$ cat src/rtl/muldiv_unit.sv
// muldiv_unit: iterative radix-2 multiply/divide beside the ALU.
// Shift-add multiply and restoring divide, one iteration per clock,
// with sign correction in a final FIX cycle and mthi/mtlo writes in IDLE.
module muldiv_unit #(
    parameter int WIDTH = 32,
    parameter int CNTW  = 6
) (
    input  logic             clk,
    input  logic             reset,
    input  logic             start,
    input  logic [1:0]       op,
    input  logic [WIDTH-1:0] a,
    input  logic [WIDTH-1:0] b,
    input  logic             wr_hi,
    input  logic             wr_lo,
    output logic             busy,
    output logic             done,
    output logic             divzero,
    output logic [WIDTH-1:0] hi,
    output logic [WIDTH-1:0] lo
);

    typedef enum logic [1:0] {S_IDLE, S_RUN, S_FIX} state_t;

    state_t           r_state;
    logic [1:0]       r_op;
    logic [WIDTH-1:0] r_acc;    // product upper half / partial remainder
    logic [WIDTH-1:0] r_mq;     // multiplier / dividend-then-quotient
    logic [WIDTH-1:0] r_opnd;   // multiplicand / divisor magnitude
    logic [CNTW-1:0]  r_cnt;
    logic             r_nsign;  // negate product or quotient in FIX
    logic             r_rsign;  // negate remainder in FIX
    logic             r_dz;     // current divide had a zero divisor
    logic             r_busy;
    logic             r_done;
    logic             r_divz;
    logic [WIDTH-1:0] r_hi;
    logic [WIDTH-1:0] r_lo;

    logic             w_signed;
    logic [WIDTH-1:0] w_abs_a;
    logic [WIDTH-1:0] w_abs_b;
    logic [WIDTH:0]   w_madd;
    logic [WIDTH:0]   w_rsh;
    logic [WIDTH:0]   w_rsub;
    logic             w_ge;
    logic [2*WIDTH-1:0] w_prod;
    logic [2*WIDTH-1:0] w_prod_fix;
    logic [WIDTH-1:0] w_q_fix;
    logic [WIDTH-1:0] w_r_fix;

    // Operand magnitudes only matter for the signed ops (op[0]=1).
    assign w_signed = op[0];
    assign w_abs_a  = (w_signed && a[WIDTH-1]) ? -a : a;
    assign w_abs_b  = (w_signed && b[WIDTH-1]) ? -b : b;

    // Multiply step: conditional add keeps the carry in bit WIDTH for the shift.
    assign w_madd = {1'b0, r_acc} + {1'b0, (r_mq[0] ? r_opnd : {WIDTH{1'b0}})};

    // Divide step: shifted remainder is one bit wider than the divisor.
    assign w_rsh  = {r_acc, r_mq[WIDTH-1]};
    assign w_ge   = (w_rsh >= {1'b0, r_opnd});
    assign w_rsub = w_rsh - {1'b0, r_opnd};

    assign w_prod     = {r_acc, r_mq};
    assign w_prod_fix = r_nsign ? -w_prod : w_prod;
    assign w_q_fix    = r_nsign ? -r_mq : r_mq;
    assign w_r_fix    = r_rsign ? -r_acc : r_acc;

    // Control FSM and datapath registers; hi/lo only change on IDLE writes or FIX.
    always_ff @(posedge clk or posedge reset) begin
        if (reset) begin
            r_state <= S_IDLE;
            r_op    <= 2'b00;
            r_acc   <= '0;
            r_mq    <= '0;
            r_opnd  <= '0;
            r_cnt   <= '0;
            r_nsign <= 1'b0;
            r_rsign <= 1'b0;
            r_dz    <= 1'b0;
            r_busy  <= 1'b0;
            r_done  <= 1'b0;
            r_divz  <= 1'b0;
            r_hi    <= '0;
            r_lo    <= '0;
        end else begin
            r_done <= 1'b0;
            case (r_state)
                S_IDLE: begin
                    if (start) begin
                        r_op    <= op;
                        r_cnt   <= '0;
                        r_divz  <= 1'b0;
                        r_busy  <= 1'b1;
                        r_nsign <= w_signed & (a[WIDTH-1] ^ b[WIDTH-1]);
                        r_rsign <= w_signed & op[1] & a[WIDTH-1];
                        if (op[1]) begin
                            r_mq   <= w_abs_a;
                            r_opnd <= w_abs_b;
                        end else begin
                            r_mq   <= w_abs_b;
                            r_opnd <= w_abs_a;
                        end
                        if (op[1] && (b == '0)) begin
                            // Keep the raw dividend for hi; skip the iterations.
                            r_acc   <= a;
                            r_dz    <= 1'b1;
                            r_state <= S_FIX;
                        end else begin
                            r_acc   <= '0;
                            r_dz    <= 1'b0;
                            r_state <= S_RUN;
                        end
                    end else begin
                        if (wr_hi) r_hi <= a;
                        if (wr_lo) r_lo <= a;
                    end
                end
                S_RUN: begin
                    r_cnt <= r_cnt + 1'b1;
                    if (r_op[1]) begin
                        r_acc <= w_ge ? w_rsub[WIDTH-1:0] : w_rsh[WIDTH-1:0];
                        r_mq  <= {r_mq[WIDTH-2:0], w_ge};
                    end else begin
                        r_acc <= w_madd[WIDTH:1];
                        r_mq  <= {w_madd[0], r_mq[WIDTH-1:1]};
                    end
                    if (r_cnt == CNTW'(WIDTH-1)) r_state <= S_FIX;
                end
                S_FIX: begin
                    if (r_dz) begin
                        r_hi   <= r_acc;
                        r_lo   <= '1;
                        r_divz <= 1'b1;
                    end else if (r_op[1]) begin
                        r_hi <= w_r_fix;
                        r_lo <= w_q_fix;
                    end else begin
                        r_hi <= w_prod_fix[2*WIDTH-1:WIDTH];
                        r_lo <= w_prod_fix[WIDTH-1:0];
                    end
                    r_busy  <= 1'b0;
                    r_done  <= 1'b1;
                    r_state <= S_IDLE;
                end
                default: r_state <= S_IDLE;
            endcase
        end
    end

    assign busy    = r_busy;
    assign done    = r_done;
    assign divzero = r_divz;
    assign hi      = r_hi;
    assign lo      = r_lo;

endmodule

$ cat config.mk
export PLATFORM = sky130hd
export DESIGN_NAME = muldiv_unit
export DESIGN_NICKNAME = d
export VERILOG_FILES = /design/src/rtl/muldiv_unit.sv
export SDC_FILE = /design/constraint.sdc
export NUM_CORES = 1
export LEC_CHECK = 0
export BUFFER_PORTS_ARGS = -buffer_cell sky130_fd_sc_hd__buf_2
export CORE_UTILIZATION = 51
export CTS_CLUSTER_SIZE = 8
export DETAILED_ROUTE_END_ITERATION = 10
export PLACE_DENSITY = 0.7
export SETUP_SLACK_MARGIN = 0.2
export SLEW_MARGIN = 20
export SYNTH_ARGS = -nofsm -noshare
export SYNTH_HDL_FRONTEND = slang
export SYNTH_SLANG_ARGS = --single-unit
export TNS_END_PERCENT = 30
$ cat constraint.sdc
create_clock -name clk -period 17.5 [get_ports clk]
set_clock_uncertainty 0.15 [all_clocks]
set_input_delay 2.625 -clock clk [delete_from_list [all_inputs] [get_ports clk]]
set_output_delay 2.625 -clock clk [all_outputs]
set_load 0.1 [all_outputs]
==> results.md <==
- At the worst endpoint, the arrival time is roughly 5400 ps.
- The combined buffer and inverter count along the critical path is 2.
- The number of max-cap violations is 0.
- The number of iterations in the first detailed-routing pass is 6.
- The number of clock buffers inserted by TritonCTS is 17.
- For this run, the top clock speed supported by timing is 192 MHz.
- The count of pins over their slew limit came to 0.
- Summed over all layers, the global routing overflow is 0.
- After routing, the total negative slack on setup checks comes to 0 ps.
- After synthesis, the netlist uses 80 different library cells.
- Of the total power, the share spent switching nets is about 55%.
- The total of cells resized after clock tree synthesis is 0.
- The buffer levels on the longest clock path is 2.
- The later-pin clock latency in the skew report is ~450 ps.
- The instance count of the mapped netlist is roughly 2,000.
- In this run the remaining antenna-violating nets after routing total 0.
- Setup violations remaining at the end of the flow were counted as 0.
- The H-tree was split into 4 levels.
- The analysis attributes to cell leakage a power of around 6.9 nW.
- The share of async-settable or async-resettable flops after synthesis is between 90% and 100%.
- Per report_power, the sequential group accounts for between 20% and 30% of the total.
- The final critical path takes up 29.7% of the cycle.
- The final cell utilization of the core is 57.2%.
- In this run the tool buffered the top-level ports with between 100 and 150 buffer cells.
- The worst endpoint required time is approximately 18,000 ps.
- The combinational group share of total power is approximately 64%.
- Measured along the x axis, the die boundary spans between 150 and 200 µm.
- The largest individual stage delay along the critical path comes from the cell sky130_fd_sc_hd__or4_4.
- The flow ran to the end, and the final reports show no timing, DRC or antenna violations.
- In this design, the stage delay of the slowest critical-path cell is about 550 ps.
- The CTS clock-pin slew for the worst setup and hold paths is 70 ps.
- The HPWL after detailed placement is between 40,000 and 50,000 µm.
- The area growth from synthesis to layout is 9.03%.
- Row generation in the floorplan step produced 62 rows.
- The cell internal power dissipation is 1.51 mW.
- The final-stage net count is ~2,100.
- The die covers between 0.03 and 0.04 mm².
- On the critical path the largest part of the delay comes from simple AND/OR/NAND/NOR gates.
- The first global-routing pass estimated 83,600 µm of wire.
- The synthesized design spends more area on one cell type than any other, namely sky130_fd_sc_hd__dfrtp_1.
- The maximum number of pins on one net before global-route repair is 106.
- The largest vdd supply drop is around 0.14 mV.
- The worst-path maximum fanout is 35.
- TritonCTS built the clock tree.
- Cells with a size suffix above 1 make up a little under an eighth of the layout.
- For this design, the CTS-stage hold fixing added 0 buffers.
- In this run the power spent charging and discharging nets is between 1.5 and 2 mW.
- The most used flip-flop cell after synthesis is sky130_fd_sc_hd__dfrtp_1.
- The share of the synthesized area in the top cell type is between 20% and 30%.
- The initial core utilization is 52.4%.
- Across all hold checks on the routed design, the worst slack comes to approximately 320 ps.
- STA classifies the critical path endpoint as a register.
- The total track usage is 36.2%.
- After layout, the design draws a total of roughly 3.4 mW.
- Routability-driven placement finished with a final weighted congestion of about 0.96.
- After synthesis, the most frequently instantiated cells are sky130_fd_sc_hd__nand2_1, sky130_fd_sc_hd__o21ai_0, sky130_fd_sc_hd__dfrtp_1.
- For this design the ratio of total power to cell area is 203 mW/mm².
- The netlist area before placement is about 0.015 mm².
- In the post-synthesis netlist, the biggest area contributors are sky130_fd_sc_hd__dfrtp_1, sky130_fd_sc_hd__o21ai_0, sky130_fd_sc_hd__xnor2_1.
- The post-synthesis net count is between 2,000 and 2,500.
- The post-CTS setup repair buffer count is 0.
- The mean number of vias per cell is 6.41.
- Summing all non-filler instances in the final layout gives an area of ~0.017 mm².
- The worst pin sits at a relative slew slack of between 30% and 40%.
- The core region is 0.0290 mm².
- The routed layout has between 15,000 and 20,000 vias.
- The number of antenna violations at the first check in global routing was 0.
- In the routed design, unresolved DRC markers number 0.
- The via count of the first global-routing pass was 13,893.
- The average detailed-routed wire length per instance is about 23 µm.
- The slew at the pin closest to its max-slew limit is around 1000 ps.
- The final number of hold-violating endpoints is 0.
- The proportion of synthesized chip area in sequential cells is between 20% and 30%.
- The I/O pin count is around 140.
- The clock period could shrink to ~5200 ps.
- The clock root buffer is sky130_fd_sc_hd__clkbuf_16.
- Wires add up to 55,300 µm.
- The number of flops mapped to enable cells by yosys is 0.
- The worst setup path is launched from an input pin.
- In this run the vertical extent of the chip is about 170 µm.
- After the first detailed-routing iteration, the DRC count stood at about 1,800.
- The tightest min-delay check is of the register to register type.
- The cell with the most instances after synthesis is sky130_fd_sc_hd__nand2_1.
- The share of total power in the clock network is a little under an eighth.
- The mean post-synth cell area is 7.76 µm².
- The post-synthesis register bit count is about 180.
- The critical path goes through buf_2, or4_4, or3_4, nor4_4, nand4_2, nor3_4, buf_4, a21oi_1, a21bo_2, a21oi_1, a21oi_2.
- The placed instances occupy a cell area of roughly 0.016 mm².
- The Yosys warning count is 0.
- The most common cell type on the critical path is sky130_fd_sc_hd__a21oi_1.
- By startpoint and endpoint, the worst setup path is classified as input pin to register.
- Setup repair after global routing left no endpoint under its margin.
- The clock sink count is 175.
==> path summary, 6_finish.rpt <==
check	to	startpoint	cells after the start	slack, ps
setup / recovery	r_acc[27]$_DFFE_PP0P_	b[8]	11	12300
hold / removal	lo[15]$_DFFE_PP0P_	lo[15]$_DFFE_PP0P_	2	320
setup reg to reg	r_acc[31]$_DFFE_PP0P_	r_mq[0]$_DFFE_PP0P_	14	12800
hold reg to reg	lo[15]$_DFFE_PP0P_	lo[15]$_DFFE_PP0P_	2	320
max in group asynchronous	r_op[1]$_DFFE_PP0P_	reset	3	13350
min in group asynchronous	done$_DFF_PP0_	reset	2	2210
==> worst min-delay path, stage by stage (launching register included) <==
cell                      delay, ps
sky130_fd_sc_hd__dfrtp_1        340
sky130_fd_sc_hd__nand2_1         40
sky130_fd_sc_hd__o21ai_0         60
==> flip-flops by register name (all words and copies together) (netlist names) <==
name / count
hi: 32
lo: 32
r_acc: 32
r_mq: 32
r_opnd: 32
r_cnt: 6
r_state: 2
busy: 1
divzero: 1
done: 1
r_dz: 1
r_nsign: 1
r_op: 1
r_rsign: 1
==> metal layers <==
metal  GRT usage (%)  up-vias  share of wire, %
met1            51.3     7204                43
met4            16.1        0               4.1
met3            7.48      100                11
met2            52.8      866                42
met5               0        -                 0
li1                -     7160                 -
==> power by group through the flow <==
stage | combinational (mW) | clock, mW | sequential [mW]
final | 2.16 | 0.387 | 0.828
after global routing | 2.35 | 0.402 | 0.844
after CTS | 2.13 | 0.387 | 0.813
after detailed placement | 2.12 | 0 | 0.820
after global placement | 2.10 | 0 | 0.816
after floorplan | 1.39 | 0 | 1.02
==> through the flow <==
step                cells  setup slack [ps]
finish               2393             12300
floorplan            1961              9980
CTS                  2390             12350
detailed placement   2360             11880
global placement     2360             11930
global route         2390             12190
==> placed cells by master (no fill, tap or decap), types with 9 or more instances in the layout <==
cell type,count
sky130_fd_sc_hd__mux2i_1,38
sky130_fd_sc_hd__o21bai_1,10
sky130_fd_sc_hd__nor4_1,16
sky130_fd_sc_hd__xor2_1,72
sky130_fd_sc_hd__buf_2,137
sky130_fd_sc_hd__nand3_1,32
sky130_fd_sc_hd__nor3_1,39
sky130_fd_sc_hd__nand4_1,12
sky130_fd_sc_hd__o211ai_1,54
sky130_fd_sc_hd__a21o_1,26
sky130_fd_sc_hd__a21oi_1,169
sky130_fd_sc_hd__a211oi_1,37
sky130_fd_sc_hd__nand2_1,230
sky130_fd_sc_hd__xnor2_1,104
sky130_fd_sc_hd__clkbuf_16,17
sky130_fd_sc_hd__and2_1,9
sky130_fd_sc_hd__or3_1,22
sky130_fd_sc_hd__a22oi_1,41
sky130_fd_sc_hd__dfrtp_1,174
sky130_fd_sc_hd__nor2b_1,17
sky130_fd_sc_hd__inv_1,60
sky130_fd_sc_hd__o21ai_1,9
sky130_fd_sc_hd__o41ai_1,13
sky130_fd_sc_hd__and3_1,10
sky130_fd_sc_hd__nor2_1,150
sky130_fd_sc_hd__buf_4,21
sky130_fd_sc_hd__nand2b_1,21
sky130_fd_sc_hd__o31ai_1,28
sky130_fd_sc_hd__ha_1,69
sky130_fd_sc_hd__o21ai_0,188
sky130_fd_sc_hd__a31oi_1,19
sky130_fd_sc_hd__o22ai_1,46
==> cell families (layout without fill, tap and decap cells) <==
kind of cell               after synthesis  after routing  synth area share, %
adders and majority gates               71             71                 5.94
and+or+nand+nor                        596            596                 18.4
xor gates and xnor gates               176            176                 10.1
muxes                                   40             40                 2.65
buffers and inverters                  207            252                 5.31
AOI/OAI and AO/OA                      696            696                 28.8
other                                    0              3                    0
DFF                                    175            175                 28.8
==> final cells by class <==
class                           count  area, µm²
Fill cell                        2758      12400
Multi-Input combinational cell   1579      10000
Sequential cell                   175       4380
Timing Repair Buffer              158        843
Tap cell                          384        480
Clock buffer                       20        467
Inverter                           64        245
Clock inverter                     10        108
Antenna cell                        3       7.51
Note: power is estimated with default switching activity, not from simulation.
